`src/rtl/online_ccm_seq.sv`:
```
// Serial MSD-first online multiplier by C = (+/-2^S1) + (+/-2^S2), signed-digit in and out.
// Latency: out_valid rises NOUT+2 cycles after the accept edge; one job in flight at a time.
// Backpressure: in_ready low while busy; y/out_valid held in DONE until out_ready.
module online_ccm_seq #(
   parameter int STAGE = 4,
   parameter int SMAX  = 4,
   parameter int SW    = 3
) (
   input  logic                              clk,
   input  logic                              rst,
   input  logic                              in_valid,
   output logic                              in_ready,
   input  logic [2*STAGE-1:0]                x,
   input  logic [SW-1:0]                     cfg_s1,
   input  logic [SW-1:0]                     cfg_s2,
   input  logic                              cfg_neg1,
   input  logic                              cfg_neg2,
   output logic                              out_valid,
   input  logic                              out_ready,
   output logic [2*(STAGE+SMAX+1)-1:0]       y
);

   localparam int NOUT = STAGE + SMAX + 1;
   localparam int CW   = $clog2(NOUT + 2);
   localparam logic [CW-1:0] CNT_LAST = CW'(NOUT + 1);
   localparam logic signed [2:0] P1 = 3'sd1;
   localparam logic signed [2:0] P2 = 3'sd2;
   localparam logic signed [2:0] M1 = -3'sd1;
   localparam logic signed [2:0] M2 = -3'sd2;
   localparam logic signed [2:0] Z0 = 3'sd0;

   typedef enum logic [1:0] {IDLE, RUN, DONE} state_t;

   state_t            state;
   logic [CW-1:0]     cnt;
   logic [2*STAGE-1:0] x_r;
   logic [SW-1:0]     s1_r, s2_r;
   logic              neg1_r, neg2_r;
   // g_r: level-1 remainder of the previous (heavier) weight; w_r: level-2 remainder
   logic signed [2:0] g_r, w_r;
   // owe: +/-1 pending at the weight just above the current output digit
   logic signed [2:0] owe;

   logic [1:0]        a_dig, b_dig, y_dig;
   logic signed [2:0] sum, hval, gval, vsum, tval, wval, zval, emit, owe_nx;
   int                kw;

   function automatic logic signed [2:0] dig_val(input logic [1:0] d);
      return $signed({2'b00, d[1]}) - $signed({2'b00, d[0]});
   endfunction

   function automatic logic [1:0] dig_enc(input logic signed [2:0] v);
      if (v == P1)      return 2'b10;
      else if (v == M1) return 2'b01;
      else              return 2'b00;
   endfunction

   // Operand digits at the current weight, then two-level signed-digit addition plus top-digit folding
   always_comb begin
      kw    = NOUT - 1 - int'(cnt);
      a_dig = 2'b00;
      b_dig = 2'b00;
      if (cnt < CW'(NOUT)) begin
         for (int i = 0; i < STAGE; i++) begin
            if (i + int'(s1_r) == kw) a_dig = x_r[2*i +: 2];
            if (i + int'(s2_r) == kw) b_dig = x_r[2*i +: 2];
         end
      end
      if (neg1_r) a_dig = {a_dig[0], a_dig[1]};
      if (neg2_r) b_dig = {b_dig[0], b_dig[1]};

      // level 1: a+b = 2h + g, h in {-1,0,1}, g in {-1,0}
      sum  = dig_val(a_dig) + dig_val(b_dig);
      hval = Z0;
      gval = Z0;
      case (sum)
         P2:      hval = P1;
         P1:      begin hval = P1; gval = M1; end
         M1:      gval = M1;
         M2:      hval = M1;
         default: ;
      endcase

      // level 2 on the previous weight: g + h = 2t + w, t in {-1,0}, w in {0,1}
      vsum = g_r + hval;
      tval = Z0;
      wval = Z0;
      case (vsum)
         M2:      tval = M1;
         M1:      begin tval = M1; wval = P1; end
         P1:      wval = P1;
         default: ;
      endcase
      zval = w_r + tval;

      // The digit at weight NOUT can be nonzero even though the value fits; it is carried
      // down as 'owe' and absorbed by the first nonzero digit below, which must cancel it.
      emit   = zval;
      owe_nx = Z0;
      if (cnt < CW'(2)) begin
         owe_nx = zval;
      end else if (owe != Z0) begin
         emit   = owe;
         owe_nx = (zval != Z0) ? Z0 : owe;
      end
      y_dig = dig_enc(emit);
   end

   // Handshake FSM, operand capture and serial accumulation of y (MSD first)
   always_ff @(posedge clk) begin
      if (rst) begin
         state     <= IDLE;
         cnt       <= '0;
         in_ready  <= 1'b0;
         out_valid <= 1'b0;
         y         <= '0;
         x_r       <= '0;
         s1_r      <= '0;
         s2_r      <= '0;
         neg1_r    <= 1'b0;
         neg2_r    <= 1'b0;
         g_r       <= Z0;
         w_r       <= Z0;
         owe       <= Z0;
      end else begin
         case (state)
            IDLE: begin
               in_ready <= 1'b1;
               if (in_valid && in_ready) begin
                  x_r      <= x;
                  s1_r     <= cfg_s1;
                  s2_r     <= cfg_s2;
                  neg1_r   <= cfg_neg1;
                  neg2_r   <= cfg_neg2;
                  cnt      <= '0;
                  g_r      <= Z0;
                  w_r      <= Z0;
                  owe      <= Z0;
                  y        <= '0;
                  in_ready <= 1'b0;
                  state    <= RUN;
               end
            end
            RUN: begin
               g_r <= gval;
               w_r <= wval;
               owe <= owe_nx;
               y   <= {y[2*NOUT-3:0], y_dig};
               cnt <= cnt + 1'b1;
               if (cnt == CNT_LAST) begin
                  state     <= DONE;
                  out_valid <= 1'b1;
               end
            end
            DONE: begin
               if (out_ready) begin
                  state     <= IDLE;
                  out_valid <= 1'b0;
                  in_ready  <= 1'b1;
               end
            end
            default: state <= IDLE;
         endcase
      end
   end

endmodule

```
`config.mk`:
```
export PLATFORM = sky130hd
export DESIGN_NAME = online_ccm_seq
export DESIGN_NICKNAME = d
export VERILOG_FILES = /design/src/rtl/online_ccm_seq.sv
export SDC_FILE = /design/constraint.sdc
export NUM_CORES = 1
export LEC_CHECK = 0
export ABC_AREA = 1
export BUFFER_PORTS_ARGS = -buffer_cell sky130_fd_sc_hd__clkbuf_2
export CAP_MARGIN = 20
export CORE_MARGIN = 4
export CORE_UTILIZATION = 40
export CTS_CLUSTER_DIAMETER = 200
export DETAILED_ROUTE_END_ITERATION = 10
export PLACE_DENSITY_LB_ADDON = 0.12
export SYNTH_ARGS = -nofsm -noshare
export SYNTH_HDL_FRONTEND = slang
export SYNTH_SLANG_ARGS = --single-unit
```
`constraint.sdc`:
```
create_clock -name clk -period 5.12 [get_ports clk]
set_input_delay 1.024 -clock clk [delete_from_list [all_inputs] [get_ports clk]]
set_output_delay 1.024 -clock clk [all_outputs]
set_load 0.02 [all_outputs]
```
==> out/results.txt, run 1 <==
CP Max Fanout -> 9
Max Cap Viol -> 0
setup TNS -> 0 ns
first-pass GRT wire length -> 11400 µm
initial antenna violation count -> 0
Worst-Skew Late Latency -> 0.32 ns
Placement Cell Area -> 0.00299 mm²
syn nets -> 441
reg2reg start -> cnt[0]$_SDFFE_PP0P_
CTS buffer count -> 5
synthesized area per cell -> 6.76 µm²
Final Cycle Share -> 0.884
Design Area, Final -> 0.00309 mm²
Worst-path clk slew -> 0.10 ns
CTS Root Cell -> clkbuf_8
Worst Path Arrival -> 4.77 ns
first-pass iteration count of the detailed router -> 4
Reg2Reg Depth -> 24
CTS tree -> done
Critical Path RT -> 5.37 ns
worst min path class -> flop to flop
DR vias/cell -> 5.02
Starting Density -> 0.421
Min-Delay Path Depth -> 2
fin nets -> 477
Synthesis Warnings -> 0
Routed WL per cell -> 12.5 µm
critical path's top delay family -> adder cells
row count -> 29
initial DRC count -> 82
fin. max-slew vios -> 0
Max Freq -> 221 MHz
Critical-path top delay cell -> fa_1
Tmin final -> 4.53 ns
vias -> 2601
antenna-violating nets left -> 0
skew final -> 0.00725 ns
synthesis-to-layout area growth -> 13.0%
critical path class -> flop to flop
Final Hold Fails -> 0
Tot GR Track Use -> 0.167
Die Area -> 0.00822 mm²
I/O Buffers -> 39
CP startpoint kind -> flop
top-level port count -> 40
Rel. slew slack -> 0.571
GR Overflow Total -> 0
hpwl dp -> 4790 µm
Die W -> 90.7 µm
Pwr Density -> 266 mW/mm²
Critical Path, Cell by Cell -> inv_2 -> ha_1 -> xor2_1 -> nand2_2 -> nor2_2 -> nand2_2 -> or2_0 -> nand2_1 -> nand2_1 -> nand3_1 -> nand2_1 -> ha_1 -> inv_1 -> ha_1 -> fa_1 -> nor3_1 -> a21oi_1 -> inv_1 -> o21ai_0 -> ha_1 -> inv_1 -> o31ai_1 -> nand2_1 -> a21oi_1
CTS Hold Bufs -> 0
global placement routability congestion -> 0.935
number of global-route vias before repair -> 2519
Setup Fix Bufs, Post-CTS -> 0
clock sinks -> 47
H-tree Lvls -> 2
core region area -> 0.00649 mm²
CTS Buffer Depth -> 2
largest net degree at the start of global routing -> 32
Reg area -> 941 µm²
Worst-Margin Slew -> 0.643 ns
layout filler cell count -> 691
status -> complete, no violations
share of layout cells above drive strength 1 -> 0.150
Syn Inst Count -> 404
RSZ-0062 raised after global routing -> no
Post-CTS Resized -> 0
flops & latches, synth -> 47
Crit Reg-Reg Endpoint -> owe[1]$_SDFFE_PP0P_
Mapped Area -> 0.00273 mm²
CP max stage delay -> 0.50 ns
synth unique cells -> 31
P_leak -> 0.00143 µW
Multi-input gate area -> 0.00157 mm²
buffers plus inverters on the worst setup path -> 4
Finished Core Util -> 0.475
hold endpoint -> out_valid$_SDFFE_PP0P_
die height -> 90.7 µm
register area share after synthesis -> 0.344
Peak VDD IR -> 121 µV
crit end category -> flop
Routed WL -> 6500 µm
R2R Setup Slk -> 0.59 ns
n_diodes -> 0
Final setup viols -> 0
hold path start -> out_valid$_SDFFE_PP0P_
drt drc -> 0
## Yosys cell counts, drive strengths merged
cell | n | area share
dfxtp | 47 | 0.34
xnor2 | 7 | 0.022
nor2 | 42 | 0.060
nand3 | 31 | 0.057
nand2 | 111 | 0.17
a21oi | 39 | 0.071
nand3b | 3 | 0.0082
nor3 | 2 | 0.0037
clkbuf | 9 | 0.012
and2 | 1 | 0.0023
fa | 1 | 0.0073
o21ai | 26 | 0.048
a21o | 1 | 0.0027
nand4 | 5 | 0.011
or2 | 3 | 0.0069
nor4 | 1 | 0.0023
buf | 4 | 0.0073
a211oi | 2 | 0.0055
inv | 44 | 0.060
o31ai | 1 | 0.0027
xor2 | 5 | 0.016
ha | 16 | 0.073
a22oi | 1 | 0.0027
a32oi | 1 | 0.0032
a311oi | 1 | 0.0032
## worst min-delay path: cells and delay by family, from the launching register on
family	cells	cell delay [ns]
simple gates	1	0.06
compound gates	1	0.05
flops	1	0.32
## report_power, final
part | switching (µW) | leakage (µW) | internal (µW) | total [µW]
sequential | 15.4 | 0.000382 | 379 | 395
clock | 149 | 0.0000452 | 99.9 | 249
combinational | 114 | 0.000999 | 64.6 | 178
## through the flow
stage / hold slack (ns) / cells / total power [µW] / setup slack (ns)
6_report: 0.468 / 518 / 822 / 0.592
5_1_grt: 0.491 / 518 / 878 / 0.152
3_3_place_gp: 0.450 / 510 / 582 / 0.821
3_5_place_dp: 0.455 / 510 / 582 / 0.616
4_1_cts: 0.474 / 518 / 834 / 0.570
2_1_floorplan: 0.444 / 404 / 537 / 1.05
## state kept, by name, indices dropped and copies added, names as in the netlist
register	cells
y	18
x_r	8
cnt	4
owe	3
s1_r	3
s2_r	3
state	2
g_r	1
in_ready	1
neg1_r	1
neg2_r	1
out_valid	1
w_r	1
## cells in the final DEF, fill, tap and decap left out, types with 7 or more instances in the layout
| cell | n |
|---|---|
| nand2_1 | 101 |
| dfxtp_1 | 47 |
| inv_1 | 42 |
| nor2_1 | 39 |
| a21oi_1 | 39 |
| clkbuf_2 | 39 |
| nand3_1 | 31 |
| o21ai_0 | 25 |
| ha_1 | 16 |
| nand2_2 | 8 |
| xnor2_1 | 7 |
## worst max-delay path by stage
| stage | cells past startpoint | slack (ns) | to | start |
|---|---|---|---|---|
| after floorplan | 25 | 1.05 | owe[0]$_SDFFE_PP0P_ | cnt[0]$_SDFFE_PP0P_ |
| after CTS | 24 | 0.57 | owe[1]$_SDFFE_PP0P_ | cnt[0]$_SDFFE_PP0P_ |
| after global placement | 24 | 0.82 | owe[0]$_SDFFE_PP0P_ | cnt[0]$_SDFFE_PP0P_ |
| final | 24 | 0.59 | owe[1]$_SDFFE_PP0P_ | cnt[0]$_SDFFE_PP0P_ |
| after global routing | 26 | 0.15 | owe[0]$_SDFFE_PP0P_ | cnt[0]$_SDFFE_PP0P_ |
| after detailed placement | 24 | 0.62 | owe[1]$_SDFFE_PP0P_ | cnt[0]$_SDFFE_PP0P_ |
## per-layer routing
| layer | wire (µm) | track usage |
|---|---|---|
| met5 | 0 | 0 |
| met4 | 65 | 0.0446 |
| met3 | 250 | 0.0392 |
| met2 | 3160 | 0.290 |
| met1 | 3020 | 0.206 |
## cell type report
| class | instances | share of cell area |
|---|---|---|
| Clock inverter | 3 | 0.00811 |
| Tap cell | 77 | 0.0312 |
| Sequential cell | 47 | 0.305 |
| Timing Repair Buffer | 42 | 0.0705 |
| Multi-Input combinational cell | 300 | 0.510 |
| Inverter | 44 | 0.0535 |
| Clock buffer | 5 | 0.0223 |
## logic make-up (layout without fill, tap and decap cells)
logic type	after synthesis	in the layout	synth area share
and+or+nand+nor	199	199	0.317
AOI/OAI and AO/OA	72	72	0.139
buffers and inverters	57	94	0.0801
DFF	47	47	0.344
adders and majority gates	17	17	0.0806
xor gates and xnor gates	12	12	0.0385
Note: power is estimated with default switching activity, not from simulation.
==> run 2: changes to the inputs <==
CAP_MARGIN = not set   (was 20)
CORE_MARGIN = 1   (was 4)
==> out/results.txt, run 2 (same netlist as run 1, synthesis figures left out) <==
Top reg by flops -> y
Max Cap Viol -> 0
Worst Path Arrival -> 4.75 ns
fin nets -> 477
critical path's top delay family -> adder cells
Crit Reg-Reg Endpoint -> owe[0]$_SDFFE_PP0P_
crit end category -> flop
Final Hold Fails -> 0
RSZ-0062 raised after global routing -> no
Post-CTS Resized -> 0
Design Area, Final -> 0.00308 mm²
setup TNS -> 0 ns
hold path start -> y[16]$_SDFFE_PP0P_
Rel. slew slack -> 0.581
Die Area -> 0.00717 mm²
Worst path depth -> 24
biggest regs -> y (18), x_r (8), cnt (4)
number of global-route vias before repair -> 2456
global placement routability congestion -> 0.827
top-level port count -> 40
worst setup path start -> cnt[0]$_SDFFE_PP0P_
Reg2Reg Depth -> 24
CP Max Fanout -> 9
crit path to -> owe[0]$_SDFFE_PP0P_
buffers plus inverters on the worst setup path -> 4
Critical Path RT -> 5.36 ns
skew final -> 0.00762 ns
Tmin final -> 4.51 ns
Placement Cell Area -> 0.00299 mm²
Final setup viols -> 0
Worst-Skew Late Latency -> 0.31 ns
Max Freq -> 222 MHz
Starting Density -> 0.423
row count -> 29
Critical-path top delay cell -> fa_1
reg2reg start -> cnt[0]$_SDFFE_PP0P_
n_diodes -> 0
Worst-Margin Slew -> 0.629 ns
R2R Setup Slk -> 0.61 ns
Setup Fix Bufs, Post-CTS -> 0
die height -> 84.7 µm
CTS Buffer Depth -> 2
Peak VDD IR -> 120 µV
critical path class -> flop to flop
dpl ws -> 0.666 ns
GR Overflow Total -> 0
fin. max-slew vios -> 0
first-pass iteration count of the detailed router -> 6
CTS buffer count -> 5
leading cell type in the layout, fill and taps excluded -> nand2_1
CTS Hold Bufs -> 0
H-tree Lvls -> 2
final critical-path setup slack -> 0.615 ns
Routed WL -> 6290 µm
synthesis-to-layout area growth -> 12.9%
initial DRC count -> 148
Worst-path clk slew -> 0.09 ns
layout filler cell count -> 696
drt drc -> 0
Tot GR Track Use -> 0.191
DR vias/cell -> 5.03
core region area -> 0.00646 mm²
vias -> 2605
worst min path class -> flop to flop
share of layout cells above drive strength 1 -> 0.150
Die W -> 84.7 µm
Final Cycle Share -> 0.880
hpwl dp -> 4650 µm
CP max stage delay -> 0.49 ns
Routed WL per cell -> 12.1 µm
most frequent cells in the layout -> 101 x nand2_1, 47 x dfxtp_1, 42 x inv_1
Critical Path, Cell by Cell -> inv_2 -> ha_1 -> xor2_1 -> nand2_2 -> nor2_2 -> nand2_2 -> or2_0 -> nand2_1 -> nand2_1 -> nand3_1 -> nand2_1 -> ha_1 -> inv_1 -> ha_1 -> fa_1 -> nor3_1 -> a21oi_1 -> inv_1 -> o21ai_0 -> ha_1 -> inv_1 -> o31ai_1 -> nand2_1 -> a21oi_1
status -> complete, no violations
antenna-violating nets left -> 0
Finished Core Util -> 0.478
I/O Buffers -> 39
max reg flops -> 18
CTS tree -> done
P_leak -> 0.00143 µW
initial antenna violation count -> 0
CTS Root Cell -> clkbuf_8
first-pass GRT wire length -> 11000 µm
clock sinks -> 47
CP startpoint kind -> flop
largest net degree at the start of global routing -> 32
Pwr Density -> 263 mW/mm²
[run 2: tightest hold or removal path, stage by stage (launching register included)]
cell and delay (ns):
dfxtp_1 0.32, nand2_1 0.06, a21oi_1 0.05
[run 2: layout make-up]
class	instances	area (µm²)	share of cell area
sequential	47	941	0.305
timing repair buffer	42	218	0.0706
clock inverter	3	22.5	0.00730
multi-input combinational	300	1570	0.510
inverter	44	165	0.0535
clock buffer	5	68.8	0.0223
tap	77	96.3	0.0312
[run 2: report_power, final]
group | leakage (µW) | switching, µW | internal, µW | total [µW]
Clock | 0.0000489 | 139 | 99.0 | 238
Combinational | 0.000999 | 114 | 64.6 | 178
Sequential | 0.000382 | 15.9 | 379 | 395
[run 2: layer usage]
layer | global-route usage | up-vias | wire (µm)
li1 | - | 1370 | -
met5 | 0 | - | 0
met1 | 0.234 | 1192 | 3010
met4 | 0.0601 | 0 | 99
met2 | 0.339 | 34 | 3010
met3 | 0.0324 | 9 | 171
[run 2: worst min path at each step]
stage | endpoint | slack (ns) | cells past startpoint
3_5_place_dp | y[16]$_SDFFE_PP0P_ | 0.45 | 2
4_1_cts | y[16]$_SDFFE_PP0P_ | 0.47 | 2
5_1_grt | y[17]$_SDFFE_PP0P_ | 0.51 | 2
6_report | y[16]$_SDFFE_PP0P_ | 0.47 | 2
2_1_floorplan | w_r[0]$_SDFFE_PP0P_ | 0.44 | 2
3_3_place_gp | y[16]$_SDFFE_PP0P_ | 0.45 | 2
[run 2: per-stage QoR]
| stage | total power, µW | instances | hold WS (ns) |
|---|---|---|---|
| CTS | 822 | 518 | 0.471 |
| floorplan | 537 | 404 | 0.444 |
| finish | 812 | 518 | 0.473 |
| global placement | 580 | 510 | 0.452 |
| detailed placement | 583 | 510 | 0.452 |
| global route | 866 | 518 | 0.505 |
